<file path="src/rtl/mem_arbiter.sv">
// ---------------------------------------------------------------------------
// mem_arbiter
//   Arbitrates a single-port unified memory between the instruction fetch
//   stage and the MEM (load/store) stage.  One access is in flight at a time;
//   each access holds m_* constant for MEM_LAT cycles, then the requester
//   receives a one-cycle ready pulse.  Between accesses there is always one
//   IDLE (turnaround) cycle.  When both sides are pending in IDLE, a
//   round-robin bit (last_d) picks the side not served most recently.
//
// Parameters
//   MEM_LAT   memory access latency in cycles (1..15)
//
// Ports
//   clk, rst                      clock, asynchronous active-high reset
//   if_req, if_addr               fetch request / address (held until if_ready)
//   if_rdata, if_ready            fetched word / one-cycle completion pulse
//   d_read, d_write               load / store request (held until d_ready)
//   d_addr, d_wdata, d_size       data address, store data, size (00 w,01 h,10 b)
//   d_rdata, d_ready              load data / one-cycle completion pulse
//   stall                         pipeline freeze request (combinational)
//   m_en, m_we, m_addr, m_wdata,
//   m_size, m_rdata               unified memory port
// ---------------------------------------------------------------------------
module mem_arbiter #(
  parameter int MEM_LAT = 2
) (
  input  logic        clk,
  input  logic        rst,
  input  logic        if_req,
  input  logic [31:0] if_addr,
  output logic [31:0] if_rdata,
  output logic        if_ready,
  input  logic        d_read,
  input  logic        d_write,
  input  logic [31:0] d_addr,
  input  logic [31:0] d_wdata,
  input  logic [1:0]  d_size,
  output logic [31:0] d_rdata,
  output logic        d_ready,
  output logic        stall,
  output logic        m_en,
  output logic        m_we,
  output logic [31:0] m_addr,
  output logic [31:0] m_wdata,
  output logic [1:0]  m_size,
  input  logic [31:0] m_rdata
);

  typedef enum logic [1:0] {
    IDLE = 2'b00,
    DATA = 2'b01,
    INST = 2'b10
  } state_t;

  localparam logic [3:0] CNT_LOAD = 4'(MEM_LAT - 1);

  state_t      state;
  state_t      next_state;
  logic [3:0]  cnt;
  logic        last_d;
  logic        d_req;
  logic        d_pend;
  logic        i_pend;
  logic        grant_d;
  logic        grant_i;

  // A requester whose ready pulse is showing this cycle has just been served
  // and is not pending again until the following cycle.
  assign d_req  = d_read | d_write;
  assign d_pend = d_req & ~d_ready;
  assign i_pend = if_req & ~if_ready;

  assign stall = (d_req & ~d_ready) | (if_req & ~if_ready);

  // Grant decision in IDLE: data wins a tie only when it was not served last.
  always_comb begin
    grant_d = 1'b0;
    grant_i = 1'b0;
    if (state == IDLE) begin
      if (d_pend && (!i_pend || !last_d)) begin
        grant_d = 1'b1;
      end else if (i_pend) begin
        grant_i = 1'b1;
      end else begin
        grant_d = 1'b0;
        grant_i = 1'b0;
      end
    end else begin
      grant_d = 1'b0;
      grant_i = 1'b0;
    end
  end

  // Next-state logic.
  always_comb begin
    next_state = state;
    case (state)
      IDLE: begin
        if (grant_d) begin
          next_state = DATA;
        end else if (grant_i) begin
          next_state = INST;
        end else begin
          next_state = IDLE;
        end
      end
      DATA, INST: begin
        if (cnt == 4'd0) begin
          next_state = IDLE;
        end else begin
          next_state = state;
        end
      end
      default: next_state = IDLE;
    endcase
  end

  // State register.
  always_ff @(posedge clk or posedge rst) begin
    if (rst) begin
      state <= IDLE;
    end else begin
      state <= next_state;
    end
  end

  // Memory port, latency counter and round-robin bit.  Reset clears m_en and
  // m_we asynchronously, which aborts any access in flight.
  always_ff @(posedge clk or posedge rst) begin
    if (rst) begin
      m_en    <= 1'b0;
      m_we    <= 1'b0;
      m_addr  <= 32'd0;
      m_wdata <= 32'd0;
      m_size  <= 2'b00;
      cnt     <= 4'd0;
      last_d  <= 1'b0;
    end else if (grant_d) begin
      m_en    <= 1'b1;
      m_we    <= d_write;            // read+write together counts as a write
      m_addr  <= d_addr;
      m_wdata <= d_wdata;
      m_size  <= d_size;
      cnt     <= CNT_LOAD;
      last_d  <= 1'b1;
    end else if (grant_i) begin
      m_en    <= 1'b1;
      m_we    <= 1'b0;
      m_addr  <= if_addr;
      m_size  <= 2'b00;
      cnt     <= CNT_LOAD;
      last_d  <= 1'b0;
    end else if ((state == DATA || state == INST) && cnt != 4'd0) begin
      cnt     <= cnt - 4'd1;
    end else begin
      // Completion cycle or IDLE: port disabled, address/data/size held.
      m_en    <= 1'b0;
      m_we    <= 1'b0;
    end
  end

  // Completion: capture read data and raise the one-cycle ready pulse.
  always_ff @(posedge clk or posedge rst) begin
    if (rst) begin
      if_rdata <= 32'd0;
      d_rdata  <= 32'd0;
      if_ready <= 1'b0;
      d_ready  <= 1'b0;
    end else begin
      if_ready <= 1'b0;
      d_ready  <= 1'b0;
      if (cnt == 4'd0 && state == DATA) begin
        d_ready <= 1'b1;
        if (!m_we) begin
          d_rdata <= m_rdata;        // stores leave the last load data intact
        end else begin
          d_rdata <= d_rdata;
        end
      end else if (cnt == 4'd0 && state == INST) begin
        if_ready <= 1'b1;
        if_rdata <= m_rdata;
      end else begin
        if_rdata <= if_rdata;
        d_rdata  <= d_rdata;
      end
    end
  end

endmodule

</file>
<file path="config.mk">
export PLATFORM = sky130hd
export DESIGN_NAME = mem_arbiter
export DESIGN_NICKNAME = d
export VERILOG_FILES = /design/src/rtl/mem_arbiter.sv
export SDC_FILE = /design/constraint.sdc
export NUM_CORES = 1
export LEC_CHECK = 0
export CELL_PAD_IN_SITES_DETAIL_PLACEMENT = 0
export CELL_PAD_IN_SITES_GLOBAL_PLACEMENT = 1
export CORE_MARGIN = 10
export CORE_UTILIZATION = 32
export CTS_CLUSTER_DIAMETER = 120
export DETAILED_ROUTE_END_ITERATION = 12
export PLACE_DENSITY_LB_ADDON = 0.1
export SYNTH_ARGS = -nofsm -noshare
export SYNTH_HDL_FRONTEND = slang
export SYNTH_SLANG_ARGS = --single-unit
</file>
<file path="constraint.sdc">
create_clock -name clk -period 6.1 [get_ports clk]
set_clock_uncertainty 0.2 [all_clocks]
set_input_delay 1.22 -clock clk [delete_from_list [all_inputs] [get_ports clk]]
set_output_delay 1.22 -clock clk [all_outputs]
set_load 0.01 [all_outputs]
</file>
==> Word level (Yosys, flattened, before mapping) <==
Index checks and enable logic that the tools add are counted.
{ "word_totals": {"out_inout_bits": 135, "in_bits": 135, "regBits": 141} }
{ "classes": {"bitwise_logic": 8, "eq_ne": 4, "add_sub_neg": 1, "reduce_logical": 16, "muxes": 26} }
{ "op_table": {"columns": ["op", "count"], "rows": [
  ["2-to-1 mux 32 bit", 2],
  ["2-to-1 mux 1 bit", 15],
  ["2-to-1 mux 4 bit", 3],
  ["2-to-1 mux 2 bit", 5],
  ["logical AND 1 bit", 4],
  ["logical NOT 4 bit", 1],
  ["inverter 1 bit", 4],
  ["case mux 2 bit (2 select lines)", 1],
  ["AND reduction 2 bit", 2],
  ["nonzero test 4 bit", 1],
  ["subtractor 4 x 1 -> 4 bit, second input constant", 1],
  ["!= test 3 bit, second input constant", 1],
  ["nonzero test 3 bit", 1],
  ["bitwise AND 1 bit", 2],
  ["== test 2 x 1 -> 1 bit, second input constant", 1],
  ["== test 2 bit, second input constant", 1],
  ["logical NOT 1 bit", 2],
  ["logical NOT 2 bit", 1],
  ["logical OR 1 bit", 2],
  ["!= test 2 bit, second input constant", 1],
  ["OR 1 bit", 2],
  ["nonzero test 2 bit", 1],
  ["OR reduction 2 bit", 1]
]} }

==> Longest topological paths before layout <==
Gate-level depths: netlist of run 1.
{ "logic_depth": {"word_depth": 10, "mapped_depth": 7, "depth_no_buf": 5} }

==> Least setup slack after synthesis of run 1 <==
No wires, ideal clock.
{ "synth_timing": {"kind": "input to output", "startpoint": "input port d_write", "endpoint": "output port stall", "n_path_buf": 2, "setup_slack_ps": 2428, "stages": 4, "required_ps": 4680, "arrival_time_ps": 2252, "path_cell_list": "o21bai_1 -> clkbuf_1 -> clkbuf_1 -> o21ai_0"} }
{ "synth_via": {"elab_chain_len": 3} }
{ "synth_lines": {"columns": ["item", "line", "source"], "rows": [
  ["start, declared", "34", "input logic d_write,"],
  ["OR 1 bit", "69", "assign d_req = d_read | d_write;"],
  ["bitwise AND 1 bit", "73", "assign stall = (d_req & ~d_ready) | (if_req & ~if_ready);"],
  ["OR 1 bit", "73", null],
  ["end, declared", "40", "output logic stall,"]
]} }
Every way passes these cells.

==> Worst setup path in the final report of run 1 <==
{ "layout_timing": {"startpoint": "input port if_req", "endpoint": "output port stall"} }
{ "layout_via": {"elab_chain_len": 2} }
{ "layout_lines": {"columns": ["item", "line", "source"], "rows": [
  ["start, declared", "29", "input logic if_req,"],
  ["bitwise AND 1 bit", "73", null],
  ["OR 1 bit", "73", null]
]} }
Every way passes these cells.

==> impl_metrics.py, run 1 <==
metrics = {
    "worst_setup_path": {
        "cp_num_buf_inv": 3,
        "cp.depth": 4,
        "rr_endpoint": "m_size[0]",
        "cp-start-kind": "input pin",
        "crit_family": "buffers and inverters",
        "critPathKind": "in -> out",
        "reg2reg_slack_ns": 2.69,
        "worstPathArrival_ns": 2.53,
        "crit_slowest_cell": "clkdlybuf4s50_1",
        "max_stage_delay_ns": 0.56,
        "crit_top_cell": "clkdlybuf4s50_1",
        "r2r_start": "state[0]",
        "required_ns": 4.68,
        "end_kind": "primary output",
        "critPathMaxFanout": 4,
        "reg2reg_depth": 6,
        "path_cells": "clkdlybuf4s50_1, inv_1, o21ai_0, clkdlybuf4s50_1",
    },
    "sta": {
        "rsz0062_at_grt": "no",
        "finalSetupTns_ns": 0,
        "setup_viol": 0,
        "clock.fmax_ghz": 0.253,
        "post-route-min-period_ns": 3.95,
        "finalHoldViolations": 0,
        "fin_crit_sh_pct": 64.8,
        "holdWs_ns": 0.278,
        "maxSlewHeadroom_pct": 26.1,
        "maxSlewViolCount": 0,
        "worstMarginPinSlew_ns": 1.10,
    },
    "finish": {
        "layout_commonest_cell": "clkdlybuf4s50_1",
        "nets": 851,
        "area_growth_pct": 58.8,
        "post-route-cell-area_um2": 9510,
        "mostFrequentLayoutCells": "clkdlybuf4s50_1, dfrtp_1, mux2_2, nor3_1, o211ai_1",
        "final_cells": 955,
        "n_fill_cell": 1579,
        "final_layout_size_suffix_gt1_share_pct": 19.2,
    },
    "yosys": {
        "synth_cells": 456,
        "synth_flop_cell": "dfrtp_1",
        "yosysWarnings": 0,
        "syn-num-nets": 595,
        "ys_types": 36,
        "async_flop_share_pct": 100,
        "synth-seq-cells": 141,
        "syn_area_um2": 5990,
        "synth_edf_count": 0,
        "avgSynthCellArea_um2": 13.1,
        "ys_seq_area_share_pct": 58.9,
    },
    "cts": {
        "clockRootBuffer": "clkbuf_16",
        "holdBufCountCts": 0,
        "cts_resized": 0,
        "htreeDepth": 4,
        "cts_tree": "yes",
        "cts_buffer_depth": 2,
        "insertion_delay_ns": 0.41,
        "post_cts_buffers": 0,
        "cts_inserted_buffers": 17,
        "clkSlewWorstSetupHoldPaths_ns": 0.06,
        "cts_sinks": 141,
    },
    "route": {
        "viasPerCell": 5.14,
        "vias": 4909,
        "drtAntennaViolNets": 0,
        "wl_per_cell_um": 21.8,
        "drt-pass1-iter-count": 4,
        "routed_wl_mm": 20.8,
        "drc": 0,
        "drtIter0Drc": 191,
    },
    "global_route": {
        "antenna_found_initial": 2,
        "grt_use_total_pct": 16.9,
        "grt_pass1_wl_mm": 32.3,
        "grt_max_degree": 99,
        "gr-total-overflow": 0,
        "grt_pass1_vias": 5396,
    },
    "placement": {
        "dp.cells": 922,
        "placed_area_um2": 8870,
        "portBuffers": 269,
        "gp_congestion": 0.756,
        "place_hpwl_mm": 14.5,
    },
    "worst_hold_path": {
        "hold_end": "m_en",
        "hp-start": "m_en",
        "hold_path.class": "reg -> reg",
        "holdPathStages": 1,
    },
    "pwr": {
        "p_total_uw": 5240,
        "ir_drop_mv": 0.251,
        "leakagePower_uw": 0.00384,
        "powerDensity_nw_per_um2": 551,
    },
    "floorplan": {
        "fp.dieW_um": 157,
        "die_area_um2": 24600,
        "rows": 49,
        "fp.dieH_um": 157,
        "initial_core_util_pct": 32.9,
        "top_level_ports": 270,
        "core_um2": 18200,
    },
    "flow_run": {
        "maxCapViolations": 0,
    },
    "status": {
        "status": "finished, final reports clean",
    },
}
==> state kept, by name, summed over array words and instances, names as in the netlist <==
register,flops
d_rdata,32
if_rdata,32
m_addr,32
m_wdata,32
cnt,4
m_size,2
state,2
d_ready,1
if_ready,1
last_d,1
m_en,1
m_we,1
==> where the power goes <==
| group | switching (uW) | internal [uW] | total, uW |
|---|---|---|---|
| clock | 401 | 734 | 1140 |
| combinational | 1120 | 1340 | 2460 |
| sequential | 245 | 1400 | 1640 |
==> worst max path at each step <==
| stage | startpoint | end |
|---|---|---|
| 6_report | if_req | stall |
| 5_1_grt | if_req | stall |
| 4_1_cts | if_req | stall |
| 3_5_place_dp | if_req | stall |
| 3_3_place_gp | if_req | stall |
| 2_1_floorplan | rst | cnt[0] |
==> per-stage QoR <==
stage	setup slack (ns)	utilization, %
6_report	2.15	52.3
4_1_cts	2.15	52.2
5_1_grt	2.03	52.2
3_5_place_dp	2.15	48.7
2_1_floorplan	0.899	-
3_3_place_gp	2.15	48.7
==> logic make-up after synthesis <==
family                   count (synthesis)  share of synthesized area (%)
flip-flops                             141                           58.9
AO/OA/AOI/OAI                          115                           13.6
multiplexers                            96                           18.0
buffers and inverters                   50                           3.74
AND/OR/NAND/NOR                         49                           4.68
adder cells (fa/ha/maj)                  4                          0.836
XOR/XNOR                                 1                          0.146
==> worst reg2reg max path, stage by stage, from the launching register on <==
cell and delay (ns):
dfrtp_1 0.41, inv_1 0.10, ha_1 0.14, buf_4 0.37
clkinv_1 0.98, nor3_1 0.91, a22o_1 0.24
==> routing by layer <==
metal	track usage [%]	vias to the layer above	share of wire, %	routed length [um]
li1	-	2236	-	-
met1	19.9	2452	41	8560
met2	26.9	202	47	9820
met3	7.59	19	10	2110
met4	5.53	0	1.5	322
met5	0	-	0	0
==> cell type report <==
cell class | count | area [um^2] | area share [%]
Antenna cell | 2 | 5.00 | 0.0526
Clock buffer | 20 | 447 | 4.69
Sequential cell | 141 | 3530 | 37.1
Tap cell | 229 | 287 | 3.01
Multi-Input combinational cell | 265 | 2260 | 23.8
Clock inverter | 11 | 191 | 2.01
Timing Repair Buffer | 277 | 2750 | 28.9
Inverter | 10 | 42.5 | 0.447
==> synthesized netlist by cell type (all sizes together), types with 2 or more instances <==
cell    count  area [um^2]
nand3b      2         15.0
mux2       96         1080
o211ai     33          248
nor3       35          186
nor2        3         11.3
clkbuf     25         93.8
o21ai       4         20.0
o31ai      32          240
a21o        2         15.0
inv         9         33.8
nand3       3         15.0
a22o        2         17.5
buf        15         92.6
a21oi       3         15.0
ha          4         50.1
dfrtp     141         3530
a31oi      32          200
No activity file was read; power rests on OpenSTA's default activity.
==> run 2, diff against run 1 <==
--- a/config.mk
+++ b/config.mk
@@ -8,7 +8,7 @@
 export CELL_PAD_IN_SITES_DETAIL_PLACEMENT = 0
 export CELL_PAD_IN_SITES_GLOBAL_PLACEMENT = 1
 export CORE_MARGIN = 10
-export CORE_UTILIZATION = 32
+export CORE_UTILIZATION = 29
 export CTS_CLUSTER_DIAMETER = 120
 export DETAILED_ROUTE_END_ITERATION = 12
 export PLACE_DENSITY_LB_ADDON = 0.1
==> constraint.sdc (replaced) <==
create_clock -name clk -period 3.5 [get_ports clk]
set_clock_uncertainty 0.2 [all_clocks]
set_input_delay 0.7 -clock clk [delete_from_list [all_inputs] [get_ports clk]]
set_output_delay 0.7 -clock clk [all_outputs]
set_load 0.01 [all_outputs]
==> run 2 against run 1 <==
Sequential power grew 74%. Combinational power up 77%. Cell count is 4.8% higher. Register-to-register slack worse by 1.9 ns. Clock power increased by 52%. Critical path type unchanged.
==> impl_metrics.py, run 2 (same netlist as run 1, synthesis figures left out) <==
metrics = {
    "worst_setup_path": {
        "end_kind": "primary output",
        "max_stage_delay_ns": 0.56,
        "crit_family": "buffers and inverters",
        "rr_endpoint": "if_rdata[5]",
        "reg2reg_depth": 5,
        "critical_path.startpoint": "if_req",
        "path_cells": "clkdlybuf4s50_1, inv_1, o21ai_0, clkdlybuf4s50_1",
        "critPathKind": "in -> out",
        "cp_num_buf_inv": 3,
        "required_ns": 2.60,
        "reg2reg_slack_ns": 0.79,
        "crit_slowest_cell": "clkdlybuf4s50_1",
        "cp-start-kind": "input pin",
        "crit_top_cell": "clkdlybuf4s50_1",
        "r2r_start": "cnt[0]",
        "worstPathArrival_ns": 2.03,
        "critPathMaxFanout": 4,
    },
    "finish": {
        "n_fill_cell": 1840,
        "final_cells": 1001,
        "mostFrequentLayoutCells": "clkdlybuf4s50_1, dfrtp_1, mux2_2, nor3_1, o211ai_1",
        "area_growth_pct": 59.8,
        "fin_util_pct": 47.1,
        "multi_input_area_um2": 2260,
        "seq_area_um2": 3530,
        "post-route-cell-area_um2": 9570,
        "nets": 857,
        "n_antenna_cell": 0,
        "layout_commonest_cell": "clkdlybuf4s50_1",
        "final_layout_size_suffix_gt1_share_pct": 20.2,
    },
    "sta": {
        "maxSlewHeadroom_pct": 34.7,
        "clock.fmax_ghz": 0.341,
        "fin_crit_sh_pct": 83.8,
        "rsz0062_at_grt": "no",
        "setup_viol": 0,
        "worstMarginPinSlew_ns": 0.978,
        "finalSetupTns_ns": 0,
        "finalHoldViolations": 0,
        "maxSlewViolCount": 0,
        "post-route-min-period_ns": 2.93,
    },
    "global_route": {
        "gr-total-overflow": 0,
        "grt_use_total_pct": 15.3,
        "grt_max_degree": 87,
        "grt_pass1_wl_mm": 32.1,
        "grt_pass1_vias": 5393,
        "antenna_found_initial": 0,
    },
    "route": {
        "drtIter0Drc": 269,
        "drc": 0,
        "drtAntennaViolNets": 0,
        "drt-pass1-iter-count": 4,
        "routed_wl_mm": 20.7,
        "vias": 4858,
        "wl_per_cell_um": 20.7,
        "viasPerCell": 4.85,
    },
    "floorplan": {
        "fp.dieW_um": 164,
        "initial_core_util_pct": 29.5,
        "rows": 52,
        "core_um2": 20300,
        "top_level_ports": 270,
        "die_area_um2": 26800,
        "fp.dieH_um": 164,
    },
    "worst_hold_path": {
        "hold_end": "m_en",
        "hold_path.class": "reg -> reg",
        "hp-start": "m_en",
        "holdPathStages": 1,
    },
    "cts": {
        "holdBufCountCts": 0,
        "post_cts_buffers": 0,
        "cts_sinks": 141,
        "htreeDepth": 4,
        "cts_buffer_depth": 2,
        "clkSlewWorstSetupHoldPaths_ns": 0.06,
        "clockRootBuffer": "clkbuf_16",
        "cts_inserted_buffers": 17,
        "cts_tree": "yes",
        "cts_resized": 0,
        "insertion_delay_ns": 0.41,
    },
    "flow_run": {
        "maxCapViolations": 0,
    },
    "status": {
        "status": "finished, final reports clean",
    },
    "pwr": {
        "p_total_uw": 8940,
        "ir_drop_mv": 0.419,
        "powerDensity_nw_per_um2": 934,
        "leakagePower_uw": 0.00384,
    },
    "placement": {
        "dp.cells": 969,
        "place_hpwl_mm": 15.0,
        "placed_area_um2": 9000,
        "gp_congestion": 0.764,
        "portBuffers": 269,
    },
}
[run 2: cell count changes in the layout (fill, tap and decap cells not counted), sizes merged]
cell	previous run	this run
clkbuf	20	18
clkinv	7	5
diode	2	0
clkinvlp	0	3
inv	9	16
bufinv	5	0
buf	8	14
[run 2: report_power, final]
| part | total [uW] | internal [uW] | switching, uW |
|---|---|---|---|
| clock | 1730 | 955 | 775 |
| sequential | 2860 | 2440 | 421 |
| combinational | 4350 | 2380 | 1970 |
[run 2: how the worst max path moves through the flow]
stage | endpoint | slack [ns] | cells after the start
after global placement | stall | 0.56 | 4
after floorplan | cnt[0] | 0.84 | 1
after CTS | stall | 0.56 | 4
after detailed placement | m_we | 0.53 | 6
final | stall | 0.57 | 4
after global routing | stall | 0.53 | 4
[run 2: area by class of cell]
class	instances	share of cell area [%]
multi-input cells	265	23.6
inverters	10	0.431
repair buffers	283	29.6
well taps	270	3.53
flip-flops and latches	141	36.9
clock inverters	14	1.32
clock buffers	18	4.59
[run 2: routing by layer]
metal	wire (um)	up-vias	track usage, %
li1	-	2233	-
met1	8180	2436	17.5
met2	10100	178	25.2
met3	2220	11	7.81
met4	165	0	3.21
met5	0	-	0
[run 2: metrics by stage]
| stage | hold slack, ns | worst slack [ns] |
|---|---|---|
| finish | 0.287 | 0.567 |
| detailed placement | 0.277 | 0.534 |
| floorplan | 0.265 | 0.837 |
| global route | 0.311 | 0.532 |
| global placement | 0.269 | 0.563 |
| CTS | 0.292 | 0.561 |
